[config.mk]
export PLATFORM = sky130hd
export DESIGN_NAME = count_display_mux
export DESIGN_NICKNAME = d
export VERILOG_FILES = /design/src/rtl/count_display_mux.sv
export SDC_FILE = /design/constraint.sdc
export NUM_CORES = 1
export LEC_CHECK = 0
export BUFFER_PORTS_ARGS = -buffer_cell sky130_fd_sc_hd__buf_2
export CORE_MARGIN = 2
export CORE_UTILIZATION = 58
export DETAILED_ROUTE_END_ITERATION = 12
export PLACE_DENSITY = 0.86
export SLEW_MARGIN = 20
export SYNTH_ARGS = -nofsm -noshare
export SYNTH_HDL_FRONTEND = slang
export SYNTH_SLANG_ARGS = --single-unit
[constraint.sdc]
create_clock -name clk -period 2.1 [get_ports clk]
set_input_delay 0 -clock clk [delete_from_list [all_inputs] [get_ports clk]]
set_output_delay 0 -clock clk [all_outputs]
set_load 0.005 [all_outputs]
[src/rtl/count_display_mux.sv]
// count_display_mux
//   Shows a 4-bit count (0-15) as two decimal digits on a two-digit,
//   time-multiplexed seven-segment display. The count is sampled once
//   per frame, so a frame never mixes digits from two different values.
//
// Ports:
//   clk        system clock, rising edge
//   rst        asynchronous active-high reset
//   en         refresh enable; low freezes all state
//   count_in   value to display, unsigned 0-15
//   seg        segment drive, bit0=a .. bit6=g (registered)
//   an         digit enables, an[0]=units, an[1]=tens (registered)
//   frame_tick one-cycle pulse whenever count_in is sampled (registered)
module count_display_mux #(
  parameter int REFRESH_DIV        = 50000,
  parameter bit ACTIVE_LOW         = 1'b1,
  parameter bit BLANK_LEADING_ZERO = 1'b1
) (
  input  logic       clk,
  input  logic       rst,
  input  logic       en,
  input  logic [3:0] count_in,
  output logic [6:0] seg,
  output logic [1:0] an,
  output logic       frame_tick
);

  localparam int            CW       = $clog2(REFRESH_DIV);
  localparam logic [CW-1:0] LAST     = CW'(REFRESH_DIV - 1);
  localparam logic [6:0]    SEG_OFF  = {7{ACTIVE_LOW}};
  localparam logic [1:0]    AN_OFF   = {2{ACTIVE_LOW}};

  logic [CW-1:0] ref_cnt_q, ref_cnt_d;
  logic          digit_sel_q, digit_sel_d;
  logic [3:0]    held_q, held_d;
  logic          active_q, active_d;
  logic [6:0]    seg_q, seg_d;
  logic [1:0]    an_q, an_d;
  logic          frame_tick_q, frame_tick_d;

  logic          slot_edge;
  logic [6:0]    seg_hi;
  logic [1:0]    an_hi;
  logic [3:0]    tens_digit;

  function automatic logic [6:0] seg_code(input logic [3:0] d);
    logic [6:0] s;
    case (d)
      4'd0:    s = 7'h3F;
      4'd1:    s = 7'h06;
      4'd2:    s = 7'h5B;
      4'd3:    s = 7'h4F;
      4'd4:    s = 7'h66;
      4'd5:    s = 7'h6D;
      4'd6:    s = 7'h7D;
      4'd7:    s = 7'h07;
      4'd8:    s = 7'h7F;
      4'd9:    s = 7'h6F;
      default: s = 7'h00;
    endcase
    return s;
  endfunction

  function automatic logic [3:0] units_of(input logic [3:0] v);
    return (v >= 4'd10) ? (v - 4'd10) : v;
  endfunction

  function automatic logic [3:0] tens_of(input logic [3:0] v);
    return (v >= 4'd10) ? 4'd1 : 4'd0;
  endfunction

  always_comb begin
    ref_cnt_d    = ref_cnt_q;
    digit_sel_d  = digit_sel_q;
    held_d       = held_q;
    active_d     = active_q;
    seg_d        = seg_q;
    an_d         = an_q;
    frame_tick_d = 1'b0;
    seg_hi       = '0;
    an_hi        = '0;
    tens_digit   = tens_of(held_q);

    // en low wins over a coinciding slot edge: nothing advances at all.
    slot_edge = en && (ref_cnt_q == LAST);

    if (en) begin
      ref_cnt_d = slot_edge ? '0 : ref_cnt_q + CW'(1);
    end

    if (slot_edge) begin
      digit_sel_d = ~digit_sel_q;
      if (digit_sel_q) begin
        // Frame edge: units shown straight from count_in, no extra latency.
        held_d       = count_in;
        active_d     = 1'b1;
        frame_tick_d = 1'b1;
        seg_hi       = seg_code(units_of(count_in));
        an_hi        = 2'b01;
      end else if (active_q) begin
        if (BLANK_LEADING_ZERO && (tens_digit == 4'd0)) begin
          seg_hi = '0;
          an_hi  = '0;
        end else begin
          seg_hi = seg_code(tens_digit);
          an_hi  = 2'b10;
        end
      end
      seg_d = seg_hi ^ SEG_OFF;
      an_d  = an_hi ^ AN_OFF;
    end
  end

  always_ff @(posedge clk or posedge rst) begin
    if (rst) begin
      ref_cnt_q    <= '0;
      digit_sel_q  <= 1'b1;
      held_q       <= '0;
      active_q     <= 1'b0;
      seg_q        <= SEG_OFF;
      an_q         <= AN_OFF;
      frame_tick_q <= 1'b0;
    end else begin
      ref_cnt_q    <= ref_cnt_d;
      digit_sel_q  <= digit_sel_d;
      held_q       <= held_d;
      active_q     <= active_d;
      seg_q        <= seg_d;
      an_q         <= an_d;
      frame_tick_q <= frame_tick_d;
    end
  end

  assign seg        = seg_q;
  assign an         = an_q;
  assign frame_tick = frame_tick_q;

endmodule

# Word level (Yosys, flattened, before mapping)
# Memory sizes are Yosys's and may differ from the RTL's.
# Cells that the tools add are included.
totals:
  register_bits: 32
  mem_bits_ro: 224
  inputBits: 7
  elab_cells: 33
  mem_count: 2
op_classes:
  addsub: 2
  n_lt_le_gt_ge: 2
  eq_ne: 1
  muxes: 13
  bitwise_logic: 3
  reduce_logical: 3
memory_table:
  columns: ["memory", "words", "width", "read_ports", "rd_ports_with_merged_regs", "wr", "line_no", "text"]
  rows:
  - ["(name not given)", 16, 7, 1, 0, 0, "48", "case (d)"]
  - ["(name not given)", 16, 7, 1, 0, 0, "48", null]
ops:
  columns: ["cell", "count"]
  rows:
  - ["$mux 7", 4]
  - ["$add 16x1->16 const B", 1]
  - ["$eq 16x16->1 const B", 1]
  - ["$mux 16", 1]
  - ["$ge 4x4->1 const B", 2]
  - ["$mux 2", 4]
  - ["$not 7->7", 1]
  - ["$logic_not 4->1", 1]
  - ["$mux 4", 1]
  - ["$sub 4x4->4 const B", 1]
  - ["$mux 1", 3]
  - ["$not 2->2", 1]
  - ["$reduce_and 2->1", 1]
  - ["$logic_and 1x1->1", 1]
  - ["$not 1->1", 1]

# Logic depth before layout (Yosys ltp)
# Gate-level depths: netlist of run 1.
logic_depth:
  ltp_word: 8
  ltp_mapped: 8

# Least setup slack after synthesis of run 1
# OpenSTA, ideal clock, no wires.
synth_path:
  path_type: "register to register"
  startpoint: "register ref_cnt_q[0]"
  endpoint: "register seg_q[2] (netlist: seg[2])"
  setup_time_ns: 0.082
  t_arrival_ns: 1.485
  t_required_ns: 2.018
  slack_ns: 0.532
  path_stages_with_launch: 6
  period_less_slack_ns: 1.568
  cell_sequence: "dfrtp_1 -> ha_1 -> nand4_2 -> and4b_4 -> buf_8 -> mux2_2"
synth_via:
  elab_chain_cells: 2
synth_lines:
  columns: ["item", "line_no", "text"]
  rows:
  - ["start, declared", "33", "logic [CW-1:0] ref_cnt_q, ref_cnt_d;"]
  - ["start signal, assigned", "124", "ref_cnt_q <= ref_cnt_d;"]
  - ["$eq 16x16->1", "85", "slot_edge = en && (ref_cnt_q == LAST);"]
  - ["$logic_and 1x1->1", "85", null]
  - ["end signal, assigned", "128", "seg_q <= seg_d;"]
  - ["end, declared", "37", "logic [6:0] seg_q, seg_d;"]
# Every way passes these cells.
# A chain may end at the register's enable or synchronous reset.

# Worst setup path in the final report of run 1
layout_path:
  startpoint: "input count_in[1]"
  endpoint: "register seg_q[2] (netlist: seg[2])"
layout_via:
  elab_chain_cells: 6
  word_cells_on_any_way: 7
layout_lines:
  columns: ["item", "line_no", "text"]
  rows:
  - ["start, declared", "22", "input logic [3:0] count_in,"]
  - ["$sub 4x4->4 or $ge 4x4->1 (tied branches)", "65", "return (v >= 4'd10) ? (v - 4'd10) : v;"]
  - ["$mux 4 *", "65", null]
  - ["$mem_v2 16x7 *", null, null]
  - ["$mux 7 *", "93", "if (digit_sel_q) begin"]
  - ["$mux 7 *", "91", "if (slot_edge) begin"]
  - ["$not 7->7 (no source line) *", null, null]
# Every way passes the cells marked *; elsewhere a longest branch is shown, timed or not. The select of a mux whose other input is x is not followed.

==> reports/summary.json, run 1 <==
{
  "status": {
    "outcome": "completed"
  },
  "routing": {
    "vias": 1325,
    "route.detailed.vias_per_inst": 6.11,
    "drt-pass1-iter-count": 4,
    "drt-wirelength-per-cell_um": 15.3,
    "route.final.wire_length_mm": 3.33,
    "detailedRoute.firstIterationViolations": 79,
    "drc": 0,
    "final_antenna_net_count": 0
  },
  "worst_setup_path": {
    "cp.arrival_ns": 2.11,
    "cpMaxStageDelayCell": "dlygate4sd3_1",
    "critical_path_class": "primary input to flop",
    "critical_path.n_buffers_inverters": 3,
    "crit_path_max_fanout": 7,
    "cell_by_cell_listing_of_the_critical_path": "dlygate4sd3_1 -> buf_2 -> inv_1 -> nand3_1 -> o21ai_0 -> ha_1 -> and3b_1 -> o2111ai_1 -> o311ai_0 -> mux2_2",
    "slowest_delay_ns": 0.52,
    "cp_top_family": "buffers and inverters",
    "worst-endpoint-required_ns": 2.35,
    "crit_path_start_kind": "primary input",
    "setup.worst_path.end_class": "flop"
  },
  "synth": {
    "synth_ff_type": "dfrtp_1",
    "synthXorXnorAreaFrac": 0.0629,
    "average_size_of_a_mapped_cell_sq_um": 10.2,
    "synth_simple_gate_area_share": 0.230,
    "synth_sequential_area_ratio": 0.456,
    "synth-compound-area-share": 0.114,
    "synth_cell_type_count": 52,
    "post_synthesis_adder_cell_area_fraction": 0.0375,
    "synth_edf_count": 0,
    "syn_inst_count": 164,
    "netlist_area_sq_um": 1670,
    "synth_mux_area_frac": 0.0397,
    "synth-async-reset-ratio": 1.00,
    "synth_top_family_by_area": "simple AND/OR/NAND/NOR gates",
    "synth-seq-cells": 30,
    "synthesis.nets": 176,
    "syn_warnings": 0
  },
  "final_layout": {
    "area_growth_pct": 9.66,
    "instances_no_fill": 217,
    "final_nets": 197,
    "num_antenna_cells": 0,
    "layout_cells_sized_above_1": 0.247
  },
  "sta": {
    "min_period_over_period": 0.889,
    "final_period_minus_worst_setup_slack_ns": 1.87,
    "hold_violations": 0,
    "finalMaxSlewViolations": 0,
    "tns_ns": 0,
    "rsz_0062_raised_after_global_routing": "false",
    "achievable-frequency_ghz": 0.535,
    "timing.max_slew.rel_slack": 0.401,
    "final.setup_skew_ns": 0.0165,
    "setup-violations-final": 0,
    "worst_pin_slew_ns": 0.898,
    "holdWs_ns": 0.0519
  },
  "power": {
    "leakagePower_nw": 0.888,
    "net-switching-power_mw": 0.349,
    "cellPowerDensity_nw_per_um2": 665,
    "p_comb_frac": 0.145,
    "power_report.internal_total_mw": 0.869,
    "peakVddDrop_mv": 0.515,
    "seq_pwr_share": 0.567,
    "clock_power_share": 0.288,
    "net_switching_fraction_of_the_power": 0.287
  },
  "place": {
    "gp_routability_congestion": 0.847,
    "placed_cells": 206,
    "port_buffers": 16,
    "dpl.hpwl_mm": 2.46
  },
  "floorplan": {
    "initial_core_util": 0.606,
    "floorplan.die.width_um": 57.7,
    "floorplan.io_pins": 17,
    "dieArea_sq_um": 3330,
    "row_count": 19,
    "die-height_um": 57.7,
    "design.core.area_sq_um": 2760
  },
  "global_route": {
    "grt_max_degree": 26,
    "grt_usage": 0.230,
    "grt_antenna_before_repair": 0,
    "grt.overflow.total": 0,
    "via_count_of_the_first_global_routing_pass": 1288,
    "grt_first_pass_wirelength_mm": 5.78
  },
  "job": {
    "maxCapViolCount": 0
  },
  "cts": {
    "cts_num_sinks": 30,
    "tritoncts": "yes",
    "clock_tree.buffer_depth": 2,
    "clock-root-buffer": "clkbuf_4",
    "clk_transition_reported_paths_ns": 0.10,
    "clock_insertion_delay_worst_skew_ns": 0.33,
    "tritoncts.num_buffers": 5,
    "ctsHtreeMaxLevel": 2
  },
  "worst_hold_path": {
    "worstHoldPathType": "primary input to flop"
  }
}
-- sequential cells by signal, summed over array words and instances (netlist names) --
signal and count:
held_q 3, frame_tick 1, active_q 1, ref_cnt_q 16, an 2, seg 7
-- routing by layer --
layer	wire length [um]	GRT usage	part of all wire	vias to the layer above
met1	1370	0.276	0.41	660
met5	0	0	0	-
met3	141	0.0670	0.042	9
met4	78	0.0698	0.023	0
li1	-	-	-	621
met2	1740	0.399	0.52	35
-- worst reg2reg max path: stages (launching register included) --
cell and delay, ns:
dfrtp_1 0.38, ha_1 0.20, nand4_2 0.15, and4b_4 0.56, nand2_4 0.13, mux2_4 0.31
-- synth_stat cells (3+ instances only) --
master,number,share of area
ha_1,5,0.037
dfstp_2,9,0.14
a21oi_1,8,0.024
inv_1,12,0.027
nand3_1,7,0.021
nand2_1,10,0.022
and3_1,4,0.015
mux2_4,3,0.027
xor2_1,4,0.021
nand4_1,5,0.019
nor2_1,17,0.038
o21ai_0,5,0.015
xnor2_1,8,0.042
dfrtp_1,21,0.31
-- layout by cell type (no fill, tap or decap), drive strengths merged, types with 2 or more instances in the layout --
master	n
mux2	4
nor3	2
nand3	7
nand4	6
nor3b	2
xor2	4
dfrtp	21
ha	5
o21ai	5
and4bb	2
a21oi	9
xnor2	8
nand2	11
clkbuf	7
buf	17
inv	12
dlygate4sd3	3
and3	5
o22ai	2
o31ai	2
nor2	17
dfstp	9
and4	2
o211ai	2
-- what timing repair did --
item,in CTS,in global routing
hold endpoints to repair,25,0
hold buffers,3,0
buffers inserted,0,0
gates resized for setup,0,0
-- through the flow --
stage / power, mW / area, sq um / worst slack, ns / utilization
2_1_floorplan: 0.817 / 1670 / 0.532 / -
4_1_cts: 1.23 / 1830 / 0.247 / 0.664
3_3_place_gp: 0.856 / 1740 / 0.354 / 0.632
5_1_grt: 1.29 / 1830 / 0.114 / 0.664
6_report: 1.22 / 1830 / 0.232 / 0.664
3_5_place_dp: 0.871 / 1740 / 0.289 / 0.632
-- path summary, 6_finish.rpt --
path | from | end | cells after the start | slack [ns]
max | count_in[1] | seg[2]$_DFFE_PP1N_ | 10 | 0.23
min | count_in[2] | held_q[2]$_DFFE_PP0P_ | 2 | 0.05
max reg2reg | ref_cnt_q[1]$_DFFE_PP0P_ | held_q[3]$_DFFE_PP0P_ | 5 | 0.28
min reg2reg | active_q$_DFFE_PP0P_ | active_q$_DFFE_PP0P_ | 1 | 0.50
max in group asynchronous | rst | seg[1]$_DFFE_PP1N_ | 4 | 0.98
min in group asynchronous | rst | held_q[2]$_DFFE_PP0P_ | 3 | 0.39
-- logic make-up (layout without fill, tap and decap cells) --
logic type / count (synthesis) / count (layout)
xor gates and xnor gates: 12 / 12
adders and majority gates: 5 / 5
muxes: 5 / 5
DFF: 30 / 30
buffers and inverters: 18 / 40
and+or+nand+nor: 65 / 65
AOI/OAI and AO/OA: 29 / 29
-- power groups by stage --
| stage | Sequential, mW | Combinational, mW | Clock (mW) |
|---|---|---|---|
| after floorplan | 0.685 | 0.132 | 0 |
| after detailed placement | 0.698 | 0.173 | 0 |
| after global routing | 0.700 | 0.201 | 0.389 |
| after global placement | 0.695 | 0.161 | 0 |
| final | 0.691 | 0.176 | 0.351 |
| after CTS | 0.689 | 0.177 | 0.360 |
-- final cells by class --
class / instances / area, sq um
inverter: 12 / 45.0
clock inverter: 1 / 5.00
multi-input combinational: 116 / 808
clock buffer: 7 / 55.1
fill: 219 / 926
tap: 31 / 38.8
timing repair buffer: 20 / 118
sequential: 30 / 762
(Power assumes the default switching activity.)
==> run 2, diff against run 1 <==
PLACE_DENSITY = 0.82   (was 0.86)
==> run 2 against run 1 <==
Effect of this change: cell count rose by 0.92%; power up 6.6%; sequential power barely moved; non-clock buffer count increased by 2; worst setup slack gained 0.050 ns; critical path depth did not move; clock power up 22%; first-iteration DRC count shrank 8.9%; sequential share of layout area shrank 0.75 points; design area increased by 1.8%; critical path type unchanged; core utilization up 1.2 points.
==> reports/summary.json, run 2 (synthesis results as in run 1) <==
{
  "power": {
    "net_switching_fraction_of_the_power": 0.279,
    "cellPowerDensity_nw_per_um2": 696,
    "power_report.internal_total_mw": 0.937,
    "peakVddDrop_mv": 0.698,
    "leakagePower_nw": 0.908,
    "p_comb_frac": 0.138,
    "net-switching-power_mw": 0.362,
    "clock_power_share": 0.329,
    "seq_pwr_share": 0.533,
    "total_power_mw": 1.30
  },
  "final_layout": {
    "instances_no_fill": 219,
    "most-common-layout-cells": "dfrtp_1, nor2_1, buf_2",
    "layout_cells_sized_above_1": 0.261,
    "commonest_non_fill_non_tap_cell_in_the_layout": "dfrtp_1",
    "area_growth_pct": 11.7,
    "final_nets": 199,
    "num_antenna_cells": 0,
    "regMostFlops": "ref_cnt_q",
    "number_of_flip_flops_under_the_largest_register_name": 16
  },
  "routing": {
    "route.final.wire_length_mm": 3.38,
    "route.detailed.vias_per_inst": 6.02,
    "drt-pass1-iter-count": 4,
    "drc": 0,
    "detailedRoute.firstIterationViolations": 72,
    "final_antenna_net_count": 0,
    "drt-wirelength-per-cell_um": 15.4,
    "vias": 1319
  },
  "sta": {
    "setup-violations-final": 0,
    "worst_pin_slew_ns": 0.625,
    "hold_violations": 0,
    "rsz_0062_raised_after_global_routing": "false",
    "final.setup_skew_ns": 0.00664,
    "final_period_minus_worst_setup_slack_ns": 1.82,
    "holdWs_ns": 0.0511,
    "final_critical_path_setup_slack_ns": 0.283,
    "achievable-frequency_ghz": 0.550,
    "tns_ns": 0,
    "min_period_over_period": 0.865,
    "finalMaxSlewViolations": 0,
    "timing.max_slew.rel_slack": 0.579
  },
  "worst_setup_path": {
    "critical_path.n_buffers_inverters": 3,
    "crit_path_max_fanout": 7,
    "cpMaxStageDelayCell": "dlygate4sd3_1",
    "critical_path_class": "primary input to flop",
    "cp_top_family": "buffers and inverters",
    "cp.arrival_ns": 2.08,
    "cp_num_cells": 10,
    "worst-endpoint-required_ns": 2.36,
    "cell_by_cell_listing_of_the_critical_path": "dlygate4sd3_1 -> buf_2 -> inv_1 -> nand3_1 -> o21ai_0 -> ha_1 -> and3b_1 -> o2111ai_1 -> o311ai_0 -> mux2_2",
    "slowest_delay_ns": 0.52,
    "worstRegToRegCells": 5,
    "crit_path_start_kind": "primary input",
    "setup.worst_path.end_class": "flop"
  },
  "cts": {
    "cts_hold_repair.buffers": 3,
    "tritoncts.num_buffers": 5,
    "ctsHtreeMaxLevel": 2,
    "tritoncts": "yes",
    "clock_insertion_delay_worst_skew_ns": 0.33,
    "clock_tree.buffer_depth": 2,
    "clk_transition_reported_paths_ns": 0.09,
    "clock-root-buffer": "clkbuf_4",
    "cts_num_sinks": 30,
    "cts_resized": 0,
    "post_cts_buffers": 0
  },
  "global_route": {
    "grt.overflow.total": 0,
    "grt_first_pass_wirelength_mm": 5.78,
    "grt_antenna_before_repair": 0,
    "via_count_of_the_first_global_routing_pass": 1344,
    "grt_max_degree": 17,
    "grt_usage": 0.230
  },
  "floorplan": {
    "initial_core_util": 0.606,
    "dieArea_sq_um": 3330,
    "row_count": 19,
    "die-height_um": 57.7,
    "design.core.area_sq_um": 2760,
    "floorplan.die.width_um": 57.7,
    "floorplan.io_pins": 17
  },
  "job": {
    "maxCapViolCount": 0
  },
  "place": {
    "gp_routability_congestion": 0.789,
    "post-place-ws_ns": 0.351,
    "port_buffers": 16,
    "placed_cells": 208,
    "dpl.hpwl_mm": 2.52
  },
  "status": {
    "outcome": "completed"
  },
  "worst_hold_path": {
    "worstHoldPathType": "primary input to flop",
    "worst_hold_path.num_cells": 2
  }
}
[run 2: cell type report]
type | instances | area (sq um)
inverter | 12 | 45.0
clock buffer | 8 | 78.8
fill | 221 | 892
tap | 31 | 38.8
multi-input combinational | 116 | 808
timing repair buffer | 22 | 133
sequential | 30 | 762
[run 2: final timing paths]
kind | startpoint | slack [ns] | endpoint
min reg2reg | active_q$_DFFE_PP0P_ | 0.47 | active_q$_DFFE_PP0P_
min | count_in[2] | 0.05 | held_q[2]$_DFFE_PP0P_
max reg2reg | ref_cnt_q[0]$_DFFE_PP0P_ | 0.30 | held_q[1]$_DFFE_PP0P_
max | count_in[1] | 0.28 | seg[2]$_DFFE_PP1N_
max in group asynchronous | rst | 1.22 | seg[3]$_DFFE_PP1N_
min in group asynchronous | rst | 0.26 | ref_cnt_q[14]$_DFFE_PP0P_
[run 2: power by group through the flow]
stage               Combinational, mW  Sequential [mW]  Clock [mW]
global route                    0.198            0.702       0.458
global placement                0.162            0.696           0
floorplan                       0.132            0.685           0
detailed placement              0.173            0.701           0
finish                          0.179            0.692       0.428
CTS                             0.178            0.689       0.441
[run 2: metrics by stage]
stage	area, sq um	utilization
after floorplan	1670	-
after global placement	1760	0.637
after detailed placement	1760	0.637
after CTS	1870	0.676
after global routing	1870	0.676
final	1870	0.676
[run 2: per-layer routing]
metal | vias to the layer above | share of wire | track usage
met3 | 8 | 0.051 | 0.0781
met5 | - | 0 | 0
li1 | 630 | - | -
met4 | 0 | 0.021 | 0.133
met2 | 53 | 0.51 | 0.370
met1 | 628 | 0.41 | 0.268
==> run 3, diff against run 2 <==
PLACE_DENSITY = 0.79   (was 0.82)
==> run 3 against run 2 <==
Effect of this change: maximum frequency is 0.68% higher; count of clock-buffer cells in the layout stayed put; non-clock buffer count shrank 1; die area unchanged; sequential share of layout area is 0.84 points higher; power shrank 7.7%; sequential cell count stayed put; combinational power decreased by 4%; critical path depth unchanged; design area shrank 2.0%; core utilization fell by 1.4 points.
==> reports/summary.json, run 3 (synthesis results as in run 1) <==
{
  "cts": {
    "cts_hold_repair.buffers": 3,
    "cts_resized": 0,
    "post_cts_buffers": 0,
    "cts_num_sinks": 30,
    "clock_insertion_delay_worst_skew_ns": 0.34,
    "clock_tree.buffer_depth": 2,
    "tritoncts.num_buffers": 5,
    "clock-root-buffer": "clkbuf_4",
    "clk_transition_reported_paths_ns": 0.10,
    "tritoncts": "yes",
    "ctsHtreeMaxLevel": 2
  },
  "worst_setup_path": {
    "crit_path_start_kind": "primary input",
    "crit_path_max_fanout": 7,
    "cp_top_family": "buffers and inverters",
    "worst-endpoint-required_ns": 2.37,
    "slowest_delay_ns": 0.53,
    "critical_path_class": "primary input to flop",
    "cpMaxStageDelayCell": "dlygate4sd3_1",
    "timing.reg2reg.setup_slack_ns": 0.33,
    "critical_path.n_buffers_inverters": 3,
    "cp.arrival_ns": 2.07,
    "cell_by_cell_listing_of_the_critical_path": "dlygate4sd3_1 -> buf_2 -> inv_1 -> nand3_1 -> o21ai_0 -> ha_1 -> and3b_1 -> o2111ai_1 -> o311ai_0 -> mux2_2",
    "setup.worst_path.end_class": "flop"
  },
  "status": {
    "outcome": "completed"
  },
  "sta": {
    "tns_ns": 0,
    "min_period_over_period": 0.860,
    "final_period_minus_worst_setup_slack_ns": 1.81,
    "worst_pin_slew_ns": 0.507,
    "setup-violations-final": 0,
    "hold_violations": 0,
    "achievable-frequency_ghz": 0.554,
    "finalMaxSlewViolations": 0,
    "timing.max_slew.rel_slack": 0.659,
    "final.setup_skew_ns": 0.0166,
    "rsz_0062_raised_after_global_routing": "false"
  },
  "floorplan": {
    "dieArea_sq_um": 3330,
    "floorplan.die.width_um": 57.7,
    "die-height_um": 57.7,
    "initial_core_util": 0.606,
    "design.core.area_sq_um": 2760,
    "row_count": 19,
    "floorplan.io_pins": 17
  },
  "final_layout": {
    "num_antenna_cells": 0,
    "area_growth_pct": 9.44,
    "layout_cells_sized_above_1": 0.241,
    "commonest_non_fill_non_tap_cell_in_the_layout": "dfrtp_1",
    "most-common-layout-cells": "dfrtp_1, nor2_1, buf_2",
    "final_nets": 198,
    "number_of_flip_flops_under_the_largest_register_name": 16,
    "regMostFlops": "ref_cnt_q"
  },
  "job": {
    "maxCapViolCount": 0
  },
  "routing": {
    "detailedRoute.firstIterationViolations": 70,
    "route.detailed.vias_per_inst": 6.00,
    "drt-pass1-iter-count": 4,
    "drc": 0,
    "final_antenna_net_count": 0,
    "route.final.wire_length_mm": 3.14,
    "drt-wirelength-per-cell_um": 14.4,
    "vias": 1309
  },
  "global_route": {
    "via_count_of_the_first_global_routing_pass": 1268,
    "grt_first_pass_wirelength_mm": 5.49,
    "grt_antenna_before_repair": 0,
    "grt_max_degree": 31,
    "grt.overflow.total": 0,
    "grt_usage": 0.220
  },
  "place": {
    "dpl.hpwl_mm": 2.20,
    "port_buffers": 16,
    "gp_routability_congestion": 0.829
  },
  "power": {
    "total_power_mw": 1.20,
    "cellPowerDensity_nw_per_um2": 656,
    "peakVddDrop_mv": 0.565,
    "leakagePower_nw": 0.885
  },
  "worst_hold_path": {
    "worstHoldPathType": "primary input to flop"
  }
}
==> run 3: cell types whose count changed in the layout (fill, tap and decap cells not counted) <==
cell and change:
clkbuf_1 +3, clkbuf_8 -3, buf_4 -1
==> run 3: metrics by stage <==
| stage | hold WS, ns | std cells | setup WS [ns] | cell area, sq um | utilization |
|---|---|---|---|---|---|
| floorplan | 0.0841 | 164 | 0.532 | 1670 | - |
| global placement | 0.0829 | 207 | 0.442 | 1750 | 0.634 |
| detailed placement | 0.0864 | 207 | 0.348 | 1750 | 0.634 |
| CTS | 0.0296 | 218 | 0.340 | 1830 | 0.663 |
| global route | 0.0665 | 218 | 0.151 | 1830 | 0.663 |
| finish | 0.0502 | 218 | 0.295 | 1830 | 0.663 |
==> run 3: path summary, 6_finish.rpt <==
path,startpoint,to,cells after the start
worst max-delay path,count_in[1],seg[2]$_DFFE_PP1N_,10
worst min-delay path,count_in[2],held_q[2]$_DFFE_PP0P_,2
worst max register to register,ref_cnt_q[0]$_DFFE_PP0P_,held_q[1]$_DFFE_PP0P_,5
worst min register to register,active_q$_DFFE_PP0P_,active_q$_DFFE_PP0P_,1
max in group asynchronous,rst,seg[5]$_DFFE_PP1N_,4
min in group asynchronous,rst,ref_cnt_q[7]$_DFFE_PP0P_,4
==> run 3: layout make-up <==
type,instances,area (sq um)
clock buffer,8,48.8
inverter,12,45.0
tap,31,38.8
sequential,30,762
timing repair buffer,21,125
fill,217,930
multi-input combinational,116,808
==> run 3: routing by layer <==
layer | vias to the layer above | part of all wire | track usage
met5 | - | 0 | 0
met4 | 0 | 0.025 | 0.123
met3 | 8 | 0.037 | 0.0603
met2 | 36 | 0.50 | 0.359
met1 | 642 | 0.44 | 0.262
li1 | 623 | - | -
==> run 3: where the power goes <==
group          internal, mW  total, mW  switching, mW
combinational        0.0812      0.172         0.0909
clock                 0.133      0.333          0.200
sequential            0.626      0.693         0.0679
total                 0.840       1.20          0.359
